### src/rtl/vga_pkg.sv
// Shared types and constants for the VGA text buffer write controller.
// VGA_BUF_SCROLL_EN enables the SCROLL command.
package vga_pkg;

  localparam int VGA_ADDR_W = 12;
  localparam int VGA_H_W    = 7;
  localparam int VGA_V_W    = 5;
  localparam logic [31:0] VGA_FILL_DEFAULT = 32'hFFF00020;

  typedef enum logic [1:0] {
    VGA_NOP,
    VGA_CLR_ALL,
    VGA_CLR_LINE,
    VGA_SCROLL
  } vga_cmd_t;

  typedef enum logic [1:0] {
    S_IDLE,
    S_RUN,
    S_DONE
  } state_t;

  // Ops that actually start the engine; without scroll support op 3 acts as NOP.
  function automatic logic vga_op_supported(input vga_cmd_t op);
`ifdef VGA_BUF_SCROLL_EN
    return (op != VGA_NOP);
`else
    return (op == VGA_CLR_ALL) || (op == VGA_CLR_LINE);
`endif
  endfunction

  function automatic logic [31:0] vga_fill_sel(input logic [31:0] fill,
                                               input logic [31:0] dflt);
    return (fill == 32'd0) ? dflt : fill;
  endfunction

endpackage

### src/rtl/vga_fill_engine.sv
// Address generator for hardware fills: linear sweep of the whole buffer or
// a column sweep of one line. The pointer holds whenever stall is high.
module vga_fill_engine
  import vga_pkg::*;
#(
  parameter int H_CHARS = 80,
  parameter int V_LINES = 32
) (
  input  logic                  clock,
  input  logic                  reset,
  input  logic                  start,
  input  logic                  active,
  input  logic                  stall,
  input  logic                  linear,
  input  logic [VGA_V_W-1:0]    line,
  output logic [VGA_ADDR_W-1:0] addr,
  output logic                  last
);

  localparam int DEPTH = (1 << VGA_H_W) * V_LINES;
  localparam logic [VGA_ADDR_W-1:0] LIN_LAST = VGA_ADDR_W'(DEPTH - 1);
  localparam logic [VGA_H_W-1:0]    COL_LAST = VGA_H_W'(H_CHARS - 1);

  logic [VGA_ADDR_W-1:0] lin_ptr_reg;
  logic [VGA_H_W-1:0]    col_ptr_reg;
  logic                  step;

  assign step = active & ~stall;

  always_ff @(posedge clock or posedge reset) begin
    if (reset) begin
      lin_ptr_reg <= '0;
      col_ptr_reg <= '0;
    end else if (start) begin
      lin_ptr_reg <= '0;
      col_ptr_reg <= '0;
    end else if (step) begin
      if (linear) lin_ptr_reg <= lin_ptr_reg + 1'b1;
      else        col_ptr_reg <= col_ptr_reg + 1'b1;
    end
  end

  assign addr = linear ? lin_ptr_reg : {col_ptr_reg, line};
  assign last = step & (linear ? (lin_ptr_reg == LIN_LAST) : (col_ptr_reg == COL_LAST));

endmodule

### src/rtl/vga_buf_ctrl.sv
// Write-port owner for the VGA text buffer: CPU/fill-engine mux, command FSM
// and line_offset rotation. SCROLL is available when VGA_BUF_SCROLL_EN is defined.
module vga_buf_ctrl
  import vga_pkg::*;
#(
  parameter int          H_CHARS   = 80,
  parameter int          V_LINES   = 32,
  parameter logic [31:0] FILL_WORD = VGA_FILL_DEFAULT
) (
  input  logic                  clock,
  input  logic                  reset,
  input  logic                  cpu_we,
  input  logic [VGA_ADDR_W-1:0] cpu_addr,
  input  logic [31:0]           cpu_wdata,
  input  logic                  line_we,
  input  logic [VGA_V_W-1:0]    line_wdata,
  input  logic                  cmd_valid,
  input  logic [1:0]            cmd_op,
  input  logic [VGA_V_W-1:0]    cmd_line,
  input  logic [31:0]           cmd_fill,
  output logic                  cmd_ready,
  output logic                  busy,
  output logic                  done,
  output logic                  mem_we,
  output logic [VGA_ADDR_W-1:0] mem_addr,
  output logic [31:0]           mem_wdata,
  output logic [VGA_V_W-1:0]    line_offset
);

  state_t                state_reg, state_next;
  vga_cmd_t              op_reg;
  logic [VGA_V_W-1:0]    line_reg;
  logic [31:0]           fill_reg;
  logic [VGA_V_W-1:0]    line_offset_reg;
  vga_cmd_t              cmd_op_t;
  logic                  accept;
  logic                  eng_active;
  logic                  eng_last;
  logic [VGA_ADDR_W-1:0] eng_addr;

  assign cmd_op_t   = vga_cmd_t'(cmd_op);
  assign accept     = (state_reg == S_IDLE) & cmd_valid & vga_op_supported(cmd_op_t);
  assign eng_active = (state_reg == S_RUN);

  always_comb begin
    state_next = state_reg;
    case (state_reg)
      S_IDLE:  if (accept) state_next = S_RUN;
      S_RUN:   if (eng_last) state_next = S_DONE;
      S_DONE:  state_next = S_IDLE;
      default: state_next = S_IDLE;
    endcase
  end

  always_ff @(posedge clock or posedge reset) begin
    if (reset) begin
      state_reg <= S_IDLE;
      op_reg    <= VGA_NOP;
      line_reg  <= '0;
      fill_reg  <= '0;
    end else begin
      state_reg <= state_next;
      if (accept) begin
        op_reg   <= cmd_op_t;
        // SCROLL clears whichever row is currently displayed at the top
        line_reg <= (cmd_op_t == VGA_SCROLL) ? line_offset_reg : cmd_line;
        fill_reg <= vga_fill_sel(cmd_fill, FILL_WORD);
      end
    end
  end

  always_ff @(posedge clock or posedge reset) begin
    if (reset) begin
      line_offset_reg <= '0;
    end else if (line_we) begin
      line_offset_reg <= line_wdata;
`ifdef VGA_BUF_SCROLL_EN
    end else if ((state_reg == S_DONE) && (op_reg == VGA_SCROLL)) begin
      line_offset_reg <= line_offset_reg + 1'b1;
`endif
    end
  end

  vga_fill_engine #(
    .H_CHARS (H_CHARS),
    .V_LINES (V_LINES)
  ) u_engine (
    .clock  (clock),
    .reset  (reset),
    .start  (accept),
    .active (eng_active),
    .stall  (cpu_we),
    .linear (op_reg == VGA_CLR_ALL),
    .line   (line_reg),
    .addr   (eng_addr),
    .last   (eng_last)
  );

  // CPU always wins the port; the engine simply waits out that cycle.
  always_comb begin
    mem_we    = 1'b0;
    mem_addr  = '0;
    mem_wdata = '0;
    if (cpu_we) begin
      mem_we    = 1'b1;
      mem_addr  = cpu_addr;
      mem_wdata = cpu_wdata;
    end else if (eng_active) begin
      mem_we    = 1'b1;
      mem_addr  = eng_addr;
      mem_wdata = fill_reg;
    end
  end

  assign busy        = (state_reg != S_IDLE);
  assign cmd_ready   = ~busy;
  assign done        = (state_reg == S_DONE);
  assign line_offset = line_offset_reg;

endmodule

### config.mk
export PLATFORM = sky130hd
export DESIGN_NAME = vga_buf_ctrl
export DESIGN_NICKNAME = d
export VERILOG_FILES = /design/src/rtl/vga_pkg.sv /design/src/rtl/vga_fill_engine.sv /design/src/rtl/vga_buf_ctrl.sv
export SDC_FILE = /design/constraint.sdc
export NUM_CORES = 1
export LEC_CHECK = 0
export CAP_MARGIN = 40
export CORE_MARGIN = 2
export CORE_UTILIZATION = 39
export CTS_CLUSTER_DIAMETER = 50
export DETAILED_ROUTE_END_ITERATION = 7
export PLACE_DENSITY_LB_ADDON = 0.25
export SLEW_MARGIN = 10
export SYNTH_ARGS = -nofsm -noshare
export SYNTH_HDL_FRONTEND = slang
export SYNTH_SLANG_ARGS = --single-unit
### constraint.sdc
create_clock -name clock -period 1.85 [get_ports clock]
set_input_delay 0.185 -clock clock [delete_from_list [all_inputs] [get_ports clock]]
set_output_delay 0.185 -clock clock [all_outputs]
set_load 0.02 [all_outputs]
==> out/qor.txt <==
Outcome: finished, violations left
Failing checks: negative setup slack
Largest net degree at the start of global routing: 66
Rel. slew slack: 0.762
Setup TNS: -1.43 ns
Largest family of logic cells by synthesized area: simple AND/OR/NAND/NOR gates
Yosys cell types: 39
TritonCTS Buffers: 9
Post-synthesis mux area share: 0.0401
Leakage power: 0.00267 µW
Final worst setup slack: -0.116 ns
Post-layout min period: 1.97 ns
WP data required: 1.66 ns
DP Worst Slack: -0.298 ns
Critical path class: flop to primary output
Longest Clk Path Bufs: 2
Die area: 9480 µm²
Syn_area_per_cell: 9.07 µm²
CP Capture Type: primary output
Max-slew violations: 0
Met1 Use GR: 0.285
CTS tree: done
Synth Cell Area: 3400 µm²
Max VDD drop: 0.374 mV
Routed wire length: 10200 µm
Critical path arrival: 1.78 ns
Simple-gate share of the synthesized area: 0.228
Top post-synthesis cells by area: dfrtp_1 (48%), nand2_1 (8.7%), a22o_1 (8.2%), nor2_1 (4.7%), a222oi_1 (3.2%)
Worst-Skew Late Latency: 0.33 ns
Tcrit/Tclk final: 1.06
Pre-antenna DRT Iters: 7
Vias in the first global route: 3471
Reg area: 1630 µm²
DRC Markers: 0
Fmax: 509 MHz
Largest register FFs: 32
# IOs: 146
Final Setup Violations: 20
GRT busiest layer: met2
Fin. Hold Viols: 0
Height of the chip: 97.4 µm
Initial antenna violation count: 0
Drt via density: 5.25
Critical path peak fanout: 7
Layout Utilization: 0.641
Xor and xnor fraction of the mapped netlist area: 0.0258
Layout Nets: 638
ANT cells: 0
Yosys top cell by area: dfrtp_1
First-pass GRT wire length: 16600 µm
Initial Utilization: 0.396
Worst-path clk slew: 0.07 ns
FP Rows: 34
Core area: 8590 µm²
Synth top area share: 0.478
Area occupied by multi-input gates: 1680 µm²
PD cells: 710 nW/µm²
Total grt overflow: 0
Layout cells sized above 1: 0.223
DR WL/cell: 15.5 µm
H-tree lvl count: 3
Layout filler cell count: 742
GR Util All Layers: 0.213
Seq cells post-synth: 65
Post-route ant nets: 0
Port-buffer cells: 145
Vias: 3440
Cells after synthesis: 375
Chip width: 97.4 µm
CTS Sinks: 65
Sequential share of the synthesized area: 0.478
Crit start category: flop
RSZ-0062 raised after global routing: yes
Area delta synth->final: 62.1%
M3 GR Usage: 0.0468
Maxcap violations: 0
Synthesized-area fraction occupied by adder cells: 0.0110
Syn Nets: 471
Compound-gate portion of the synthesized area: 0.166
Initial DRC Count: 151
Slew @ Worst Pin: 0.356 ns
Synth Warn #: 0
Setup Skew: 0.00742 ns
Hpwl dp: 7090 µm
GP Congestion: 0.792
Met2 global-route usage: 0.343
HP Class: input port to asynchronous set/reset pin
CTS root buf: clkbuf_8
[Yosys cell counts]
cell	n
a31o_2	2
buf_6	1
nor2b_1	1
nand2b_1	3
and4_1	4
buf_2	2
o21ai_0	7
and2b_1	1
mux2_2	5
buf_4	1
dfrtp_1	65
nor2_1	43
o31ai_1	1
nand3b_1	1
xnor2_1	7
or2_2	2
mux2i_1	8
a222oi_1	11
nand2_1	79
inv_1	15
or3b_1	1
or2b_1	1
a21oi_1	18
a41o_1	1
nand4bb_1	1
ha_1	3
a31oi_1	1
nand3_1	8
nand4_1	5
a21o_1	1
and3_1	3
a22o_1	32
clkbuf_1	21
nor4_4	1
nor4_1	11
nor3_1	2
xor2_1	3
buf_1	2
nor3b_2	1
[power by group]
| part | leakage (µW) | switching [µW] | internal [µW] |
|---|---|---|---|
| Clock | 0.0000974 | 537 | 657 |
| Sequential | 0.000874 | 131 | 1540 |
| Combinational | 0.00169 | 464 | 586 |
| Total | 0.00267 | 1130 | 2780 |
[cell usage in the layout (no fill, tap or decap), drive strengths merged, types with 12 or more instances in the layout]
cell	Yosys	final
nor4	12	12
clkdlybuf4s50	0	96
a21oi	18	18
dfrtp	65	65
nor2	43	43
buf	6	83
inv	15	15
clkbuf	21	14
a22o	32	32
nand2	79	79
[path summary, 6_finish.rpt]
path,cells past startpoint,end,startpoint,slack (ns)
worst max-delay path,6,mem_addr[5],state_reg[0],-0.12
worst min-delay path,3,fill_reg[26],reset,0.23
worst max register to register,7,u_engine.lin_ptr_reg[7],state_reg[1],-0.11
worst min register to register,2,fill_reg[7],fill_reg[7],0.48
max in group asynchronous,3,fill_reg[20],reset,1.33
min in group clock,3,fill_reg[8],cmd_fill[8],0.41
[worst max-delay path: stages (launching register included)]
cell	delay (ns)
dfrtp_1	0.38
or3b_4	0.30
nor2_4	0.06
buf_6	0.13
a222oi_1	0.34
inv_1	0.09
buf_6	0.14
[per-layer routing]
metal	share of wire	up-vias
met5	0	-
met4	0.0094	0
met3	0.066	6
met2	0.49	109
met1	0.43	1663
li1	-	1662
[what timing repair did]
action / in CTS / in global routing
buffers inserted: 2 / 5
gates resized for setup: 215 / 69
gates cloned: 1 / 1
pin swaps: 13 / 14
hold buffers: 0 / 0
setup endpoints to repair: 50 / 51
[through the flow]
step | power [µW] | instance area, µm² | std cells | hold WS [ns]
6_report | 3910 | 5510 | 655 | 0.229
5_1_grt | 4120 | 5510 | 655 | 0.278
4_1_cts | 3870 | 5300 | 650 | 0.246
3_5_place_dp | 2680 | 5150 | 631 | 0.464
3_3_place_gp | 2660 | 5150 | 631 | 0.463
2_1_floorplan | 2150 | 3400 | 375 | 0.290
[layout make-up]
type	instances	share of cell area
clock buffer	13	0.0270
clock inverter	3	0.00727
inverter	15	0.0102
multi-input combinational	268	0.304
sequential	65	0.295
tap	108	0.0245
timing repair buffer	183	0.332
[logic make-up after synthesis]
logic type / after synthesis
AND/OR/NAND/NOR: 168
AO/OA/AOI/OAI: 74
flip-flops: 65
buffers and inverters: 42
multiplexers: 13
XOR/XNOR: 10
adder cells (fa/ha/maj): 3
Note: power is estimated with default switching activity, not from simulation.
